<file path="src/rtl/dmem_arbiter.sv">
// Shares the single-ported synchronous-read data memory between the core load/store port and
// the debug port. The core has fixed priority, and a starvation guard forces a debug grant.
module dmem_arbiter #(
  parameter int unsigned XLEN       = 32,
  parameter int unsigned ADDR_W     = 10,
  parameter int unsigned STARVE_MAX = 4
) (
  input  logic              clk,
  input  logic              reset,
  // core port
  input  logic              i_c_req,
  input  logic              i_c_we,
  input  logic [XLEN-1:0]   i_c_addr,
  input  logic [XLEN-1:0]   i_c_wdata,
  output logic              o_c_gnt,
  output logic              o_c_stall,
  output logic              o_c_rvalid,
  output logic [XLEN-1:0]   o_c_rdata,
  // debug port
  input  logic              i_d_req,
  input  logic              i_d_we,
  input  logic [XLEN-1:0]   i_d_addr,
  input  logic [XLEN-1:0]   i_d_wdata,
  output logic              o_d_gnt,
  output logic              o_d_rvalid,
  output logic [XLEN-1:0]   o_d_rdata,
  // memory side
  output logic              o_mem_en,
  output logic              o_mem_we,
  output logic [ADDR_W-1:0] o_mem_addr,
  output logic [XLEN-1:0]   o_mem_wdata,
  input  logic [XLEN-1:0]   i_mem_rdata,
  // performance monitor
  output logic [15:0]       o_conflict_cnt
);

  localparam logic [3:0]  STARVE_LIM = 4'(STARVE_MAX);
  localparam logic [15:0] CNT_MAX    = 16'hFFFF;

  logic [3:0]  r_starve_cnt;
  logic [15:0] r_conflict_cnt;
  logic        r_rd_pend;
  logic        r_rd_owner;

  logic              w_both;
  logic              w_force_dbg;
  logic              w_c_gnt;
  logic              w_d_gnt;
  logic [ADDR_W-1:0] w_c_word;
  logic [ADDR_W-1:0] w_d_word;
  logic              w_unused_addr;

  assign w_c_word = i_c_addr[ADDR_W+1:2];
  assign w_d_word = i_d_addr[ADDR_W+1:2];

  // Byte offset and bits above the memory range play no part in addressing.
  assign w_unused_addr = ^{i_c_addr[1:0], i_c_addr[XLEN-1:ADDR_W+2],
                           i_d_addr[1:0], i_d_addr[XLEN-1:ADDR_W+2]};

  // Grant logic: depends only on the request inputs and r_starve_cnt.
  always_comb begin
    w_both      = i_c_req & i_d_req;
    w_force_dbg = w_both & (r_starve_cnt == STARVE_LIM);
    w_c_gnt     = ~reset & i_c_req & ~w_force_dbg;
    w_d_gnt     = ~reset & i_d_req & (~i_c_req | w_force_dbg);
  end

  assign o_c_gnt   = w_c_gnt;
  assign o_d_gnt   = w_d_gnt;
  assign o_c_stall = ~reset & i_c_req & ~w_c_gnt;

  always_comb begin
    o_mem_en    = w_c_gnt | w_d_gnt;
    o_mem_we    = 1'b0;
    o_mem_addr  = '0;
    o_mem_wdata = '0;
    if (w_c_gnt) begin
      o_mem_we    = i_c_we;
      o_mem_addr  = w_c_word;
      o_mem_wdata = i_c_wdata;
    end else if (w_d_gnt) begin
      o_mem_we    = i_d_we;
      o_mem_addr  = w_d_word;
      o_mem_wdata = i_d_wdata;
    end
  end

  always_ff @(posedge clk or posedge reset) begin
    if (reset) begin
      r_starve_cnt <= 4'd0;
    end else if (w_d_gnt) begin
      r_starve_cnt <= 4'd0;
    end else if (i_d_req && (r_starve_cnt != STARVE_LIM)) begin
      r_starve_cnt <= r_starve_cnt + 4'd1;
    end
  end

  always_ff @(posedge clk or posedge reset) begin
    if (reset) begin
      r_conflict_cnt <= 16'd0;
    end else if (w_both && (r_conflict_cnt != CNT_MAX)) begin
      r_conflict_cnt <= r_conflict_cnt + 16'd1;
    end
  end

  assign o_conflict_cnt = r_conflict_cnt;

  // One outstanding read at most; the owner bit steers the returning word.
  always_ff @(posedge clk or posedge reset) begin
    if (reset) begin
      r_rd_pend  <= 1'b0;
      r_rd_owner <= 1'b0;
    end else begin
      r_rd_pend  <= (w_c_gnt & ~i_c_we) | (w_d_gnt & ~i_d_we);
      r_rd_owner <= w_d_gnt;
    end
  end

  always_comb begin
    o_c_rvalid = r_rd_pend & ~r_rd_owner;
    o_d_rvalid = r_rd_pend & r_rd_owner;
    o_c_rdata  = o_c_rvalid ? i_mem_rdata : '0;
    o_d_rdata  = o_d_rvalid ? i_mem_rdata : '0;
  end

endmodule
</file>
<file path="config.mk">
export PLATFORM = sky130hd
export DESIGN_NAME = dmem_arbiter
export DESIGN_NICKNAME = d
export VERILOG_FILES = /design/src/rtl/dmem_arbiter.sv
export SDC_FILE = /design/constraint.sdc
export NUM_CORES = 1
export LEC_CHECK = 0
export CAP_MARGIN = 5
export CORE_AREA = 5 5 113 115
export DETAILED_ROUTE_END_ITERATION = 10
export DIE_AREA = 0 0 118 120
export HOLD_SLACK_MARGIN = 0.05
export MAX_ROUTING_LAYER = met4
export PLACE_DENSITY = 0.61
export SLEW_MARGIN = 40
export SYNTH_ARGS = -nofsm -noshare
export SYNTH_HDL_FRONTEND = slang
export SYNTH_SLANG_ARGS = --single-unit
</file>
<file path="constraint.sdc">
create_clock -name clk -period 2.4 [get_ports clk]
set_input_delay 0.72 -clock clk [delete_from_list [all_inputs] [get_ports clk]]
set_output_delay 0.72 -clock clk [all_outputs]
set_load 0.05 [all_outputs]
</file>
Word level (Yosys, flattened, before mapping):

Cells that the tools add are included.

* flip-flop bits (word level): 22
* bits in latches: 0
* bits in writable memories: 0
* bits in read-only memories: 0
* input bits: 166
* output and inout bits: 129
* word-level logic and storage cells: 43
* memories kept: 0

* $add $sub $neg: 2
* multiply operators: 0
* div/mod/pow operators: 0
* order comparisons: 0
* eq/ne operators: 3
* shifts and indexed selects: 0
* mux-type cells: 10
* bitwise operators: 21
* reductions and logical operators: 3

Operator list (number)
* $mux 32: 4
* $mux 10: 2
* $add 16x1->16 const B: 1
* $ne 16x16->1 const B: 1
* $and 1x1->1: 11
* $mux 4: 2
* $not 1->1: 7
* $add 4x1->4 const B: 1
* $eq 4x3->1 const B: 1
* $ne 4x3->1 const B: 1
* $or 1x1->1: 3
* $logic_and 1x1->1: 2
* $mux 1: 2
* $reduce_bool 2->1: 1

Depth between registers and ports, before layout:

* word-level depth: 6
* depth in mapped cells: 7

Worst setup path after synthesis:

Ideal clock, no wire load.

* path kind: input to output
* start point: in i_d_req
* end point: out o_mem_wdata[27]
* arrival time: 2356 ps
* data required time: 1680 ps
* slack: -676 ps
* stages: 5
* path through: buf_2 -> nand2b_1 -> a21oi_1 -> clkbuf_1 -> a22o_1

* word-level cells in the longest chain between the ends: 6

Ends and longest elaborated chain
* start, declared: line 20 `input logic i_d_req,`
* $and 1x1->1: line 62 `w_both = i_c_req & i_d_req;`
* $and 1x1->1: line 63 `w_force_dbg = w_both & (r_starve_cnt == STARVE_LIM);`
* $or 1x1->1: line 65 `w_d_gnt = ~reset & i_d_req & (~i_c_req | w_force_dbg);`
* $and 1x1->1 (*): line 65
* via o_d_gnt: line 24 `output logic o_d_gnt,`
* $mux 32 (*): line 81 `end else if (w_d_gnt) begin`
* $mux 32 (*): line 77 `if (w_c_gnt) begin`
* end, declared: line 31 `output logic [XLEN-1:0] o_mem_wdata,`

The timed path passes the listed nets; every way through them passes the cells marked *.

Worst setup path after layout:

* start point: reg r_starve_cnt[0]
* end point: out o_mem_wdata[20]

* word-level cells in the longest chain between the ends: 6

Ends and longest elaborated chain
* start, declared: line 40 `logic [3:0] r_starve_cnt;`
* start signal, assigned: line 94 `r_starve_cnt <= r_starve_cnt + 4'd1;`
* $eq 4x3->1 (*): line 63
* $and 1x1->1 (*): line 63
* $or 1x1->1: line 65
* $and 1x1->1: line 65
* $mux 32: line 81
* $mux 32 (*): line 77

Mark *: on every way between the ends. The rest lies on a longest branch, timed or not.

==> out/qor.csv <==
metric,value,unit
clock root cell,clkbuf_16,
post-synth top area share,27.7,%
H-tree Lvls,1,
CP required,1.68,ns
die area,14200,µm²
area post-placement,6020,µm²
peak supply drop,0.307,mV
CTS Buffer Depth,2,
Post-Synth Simple-Gate Area,35.7,%
share of cells above drive strength 1,43.0,%
routability cong.,0.814,
Pins Over Slew Limit,0,
RSZ-0062 raised after global routing,true,
Synth Area in XOR/XNOR,6.61,%
Synth Area in Adders,1.89,%
TritonCTS buffer count,3,
Sink Count,22,
global-route wire length before repair,18200,µm
Post-synth ARST share,100,%
period utilization,110,%
Max Cap Violations,0,
"Clk Latency, worst-skew pair",0.25,ns
sequential area share after synthesis,27.7,%
IO Port Bufs,250,
crit-path max FO,5,
ys flop type,dfrtp_1,
Routed Wire Length,12300,µm
largest net degree at the start of global routing,46,
CP dominant cell by count,buf_12,
critical path cell sequence,inv_2 > ha_4 > nand3b_1 > a21oi_4 > buf_12 > buf_12 > clkbuf_16 > a22o_4 > buf_12,
# fillers,955,
area taken by multi-input logic gates,1710,µm²
Initial DRT Pass Iterations,5,
outcome,"complete, but fails checks",
Starting Density,17.0,%
Post-synth EDFFs,0,
Antenna Cells,0,
Compound-Gate Fraction of Synth Area,21.2,%
worst min path class,reg -> reg,
Tmin final,2.65,ns
"Arr. time, crit path",1.93,ns
GRT Residual Overflow,0,
Avg WL per Cell,18.8,µm
P_leak,0.00298,µW
worst rel slew slack,63.1,%
R2R Setup Slk,0.31,ns
failing checks,negative setup slack,
Worst-path clk slew,0.06,ns
die span in x,118,µm
"Cell Area, Synth",1990,µm²
YS warnings,0,
syn avg cell area,8.38,µm²
GRT Total Usage,16.2,%
"count leader, synth",a22o_1,
cts-stage hold buffer count,0,
"top cells by count, synth","a22o_1, and3_1, and2_1",
IO Count,295,
DRC,0,
Synth area leader,dfrtp_1,
most area-consuming cells after synthesis,"dfrtp_1, a22o_1, and3_1, and2_1, xnor2_1",
post-synthesis cell type count,34,
P&R area growth vs syn,239,%
Final Core Density,57.6,%
nets,679,
Max Clock Skew,0.00178,ns
initial antenna violation count,0,
CP Class,reg -> out,
Max Clock Freq,0.378,GHz
vias,3008,
mux contribution to synthesized area,1.13,%
Design Power,3160,µW
Worst path max stage delay,0.39,ns
post-synthesis register bit count,22,
DR iter-0 viols,95,
die height,120,µm
vias in the first global route,3304,
Synth Instances,237,
worst slew pin tran,0.549,ns
crit start category,flip-flop,
fin area,6740,µm²
Crit. End Element,primary output,
Crit path max-delay family,buffers and inverters,
FF/Latch Area,551,µm²
ANT nets after route,0,
Critical-path top delay cell,dfrtp_1,
TritonCTS clock tree,built,
largest family of logic cells by synthesized area,simple AND/OR/NAND/NOR gates,
Final setup viols,44,
Post-Syn Nets,406,
drt via density,4.59,
core area,11700,µm²
FP Rows,40,
Setup WS post-layout,-0.248,ns
CP bufs+invs,5,
Power Density,469,nW/µm²
hpwl dp,9400,µm
final hold violations,0,
-- report_power, final --
part / internal (µW) / leakage (µW) / switching (µW)
Combinational: 1120 / 0.00264 / 1100
Sequential: 456 / 0.000291 / 106
Clock: 254 / 0.0000442 / 126
-- flip-flops by register name, indices dropped and copies added, names as in the netlist --
name	flops
r_rd_pend	1
o_conflict_cnt	16
r_starve_cnt	4
r_rd_owner	1
-- layout make-up --
type | count | area share [%]
inverters | 6 | 0.390
multi-input cells | 188 | 25.4
clock buffers | 4 | 1.32
well taps | 147 | 2.73
repair buffers | 289 | 62.0
flip-flops and latches | 22 | 8.17
-- layout by cell type (no fill, tap or decap), drive strengths merged --
master         count
dfrtp             22
clkbuf             8
nand2b             2
and2              34
buf              152
nor3b              1
nor4               1
and3              37
xnor2              8
or4b               1
and4               1
nor2               7
nor3               4
ha                 3
a22o              43
o22ai              1
inv                5
and3b              1
a21oi              5
mux2               2
nand4             10
clkdlybuf4s50    132
nor4b              1
nand2              7
nand3b             1
nor2b              1
nand3              8
o21ai              2
clkinvlp           1
clkdlybuf4s15      1
xor2               7
-- worst register-to-register path, stage by stage (launching register included) --
cell     delay [ns]
dfrtp_1        0.43
ha_1           0.23
and3_1         0.20
or4b_1         0.64
nand2_2        0.15
mux2_1         0.32
-- metal layers --
| metal | vias to the layer above | global-route usage (%) | part of all wire [%] |
|---|---|---|---|
| li1 | 1414 | - | - |
| met1 | 1401 | 16.8 | 37 |
| met2 | 185 | 30.6 | 54 |
| met3 | 8 | 5.56 | 7.8 |
| met4 | 0 | 2.08 | 0.97 |
| met5 | - | - | 0 |
-- final timing paths --
| path | start | endpoint | cells past startpoint |
|---|---|---|---|
| min | o_conflict_cnt[15] | o_conflict_cnt[15] | 1 |
| max reg2reg | o_conflict_cnt[0] | o_conflict_cnt[1] | 5 |
| max in group asynchronous | reset | o_conflict_cnt[13] | 3 |
| min in group asynchronous | reset | o_conflict_cnt[4] | 3 |
| max | r_starve_cnt[0] | o_mem_wdata[20] | 9 |
| min reg2reg | o_conflict_cnt[15] | o_conflict_cnt[15] | 1 |
-- what timing repair did --
action,in CTS,in global routing
resized for setup,50,10
endpoints found under the setup margin,47,45
cloned,6,6
buffers inserted,10,5
pin swaps,21,18
-- kinds of logic after synthesis --
kind of cell,after synthesis
adder cells (fa/ha/maj),3
multiplexers,2
AO/OA/AOI/OAI,51
flip-flops,22
AND/OR/NAND/NOR,117
buffers and inverters,27
XOR/XNOR,15
-- through the flow --
stage	setup slack [ns]	TNS [ns]	std cells	hold WS (ns)
detailed placement	-0.581	-24.37	628	0.501
CTS	-0.235	-9.13	648	0.509
floorplan	-0.115	-2.79	237	0.510
global placement	-0.582	-24.33	628	0.486
finish	-0.248	-9.11	656	0.507
global route	-0.333	-13.00	656	0.514
No activity file was read; power rests on OpenSTA's default activity.
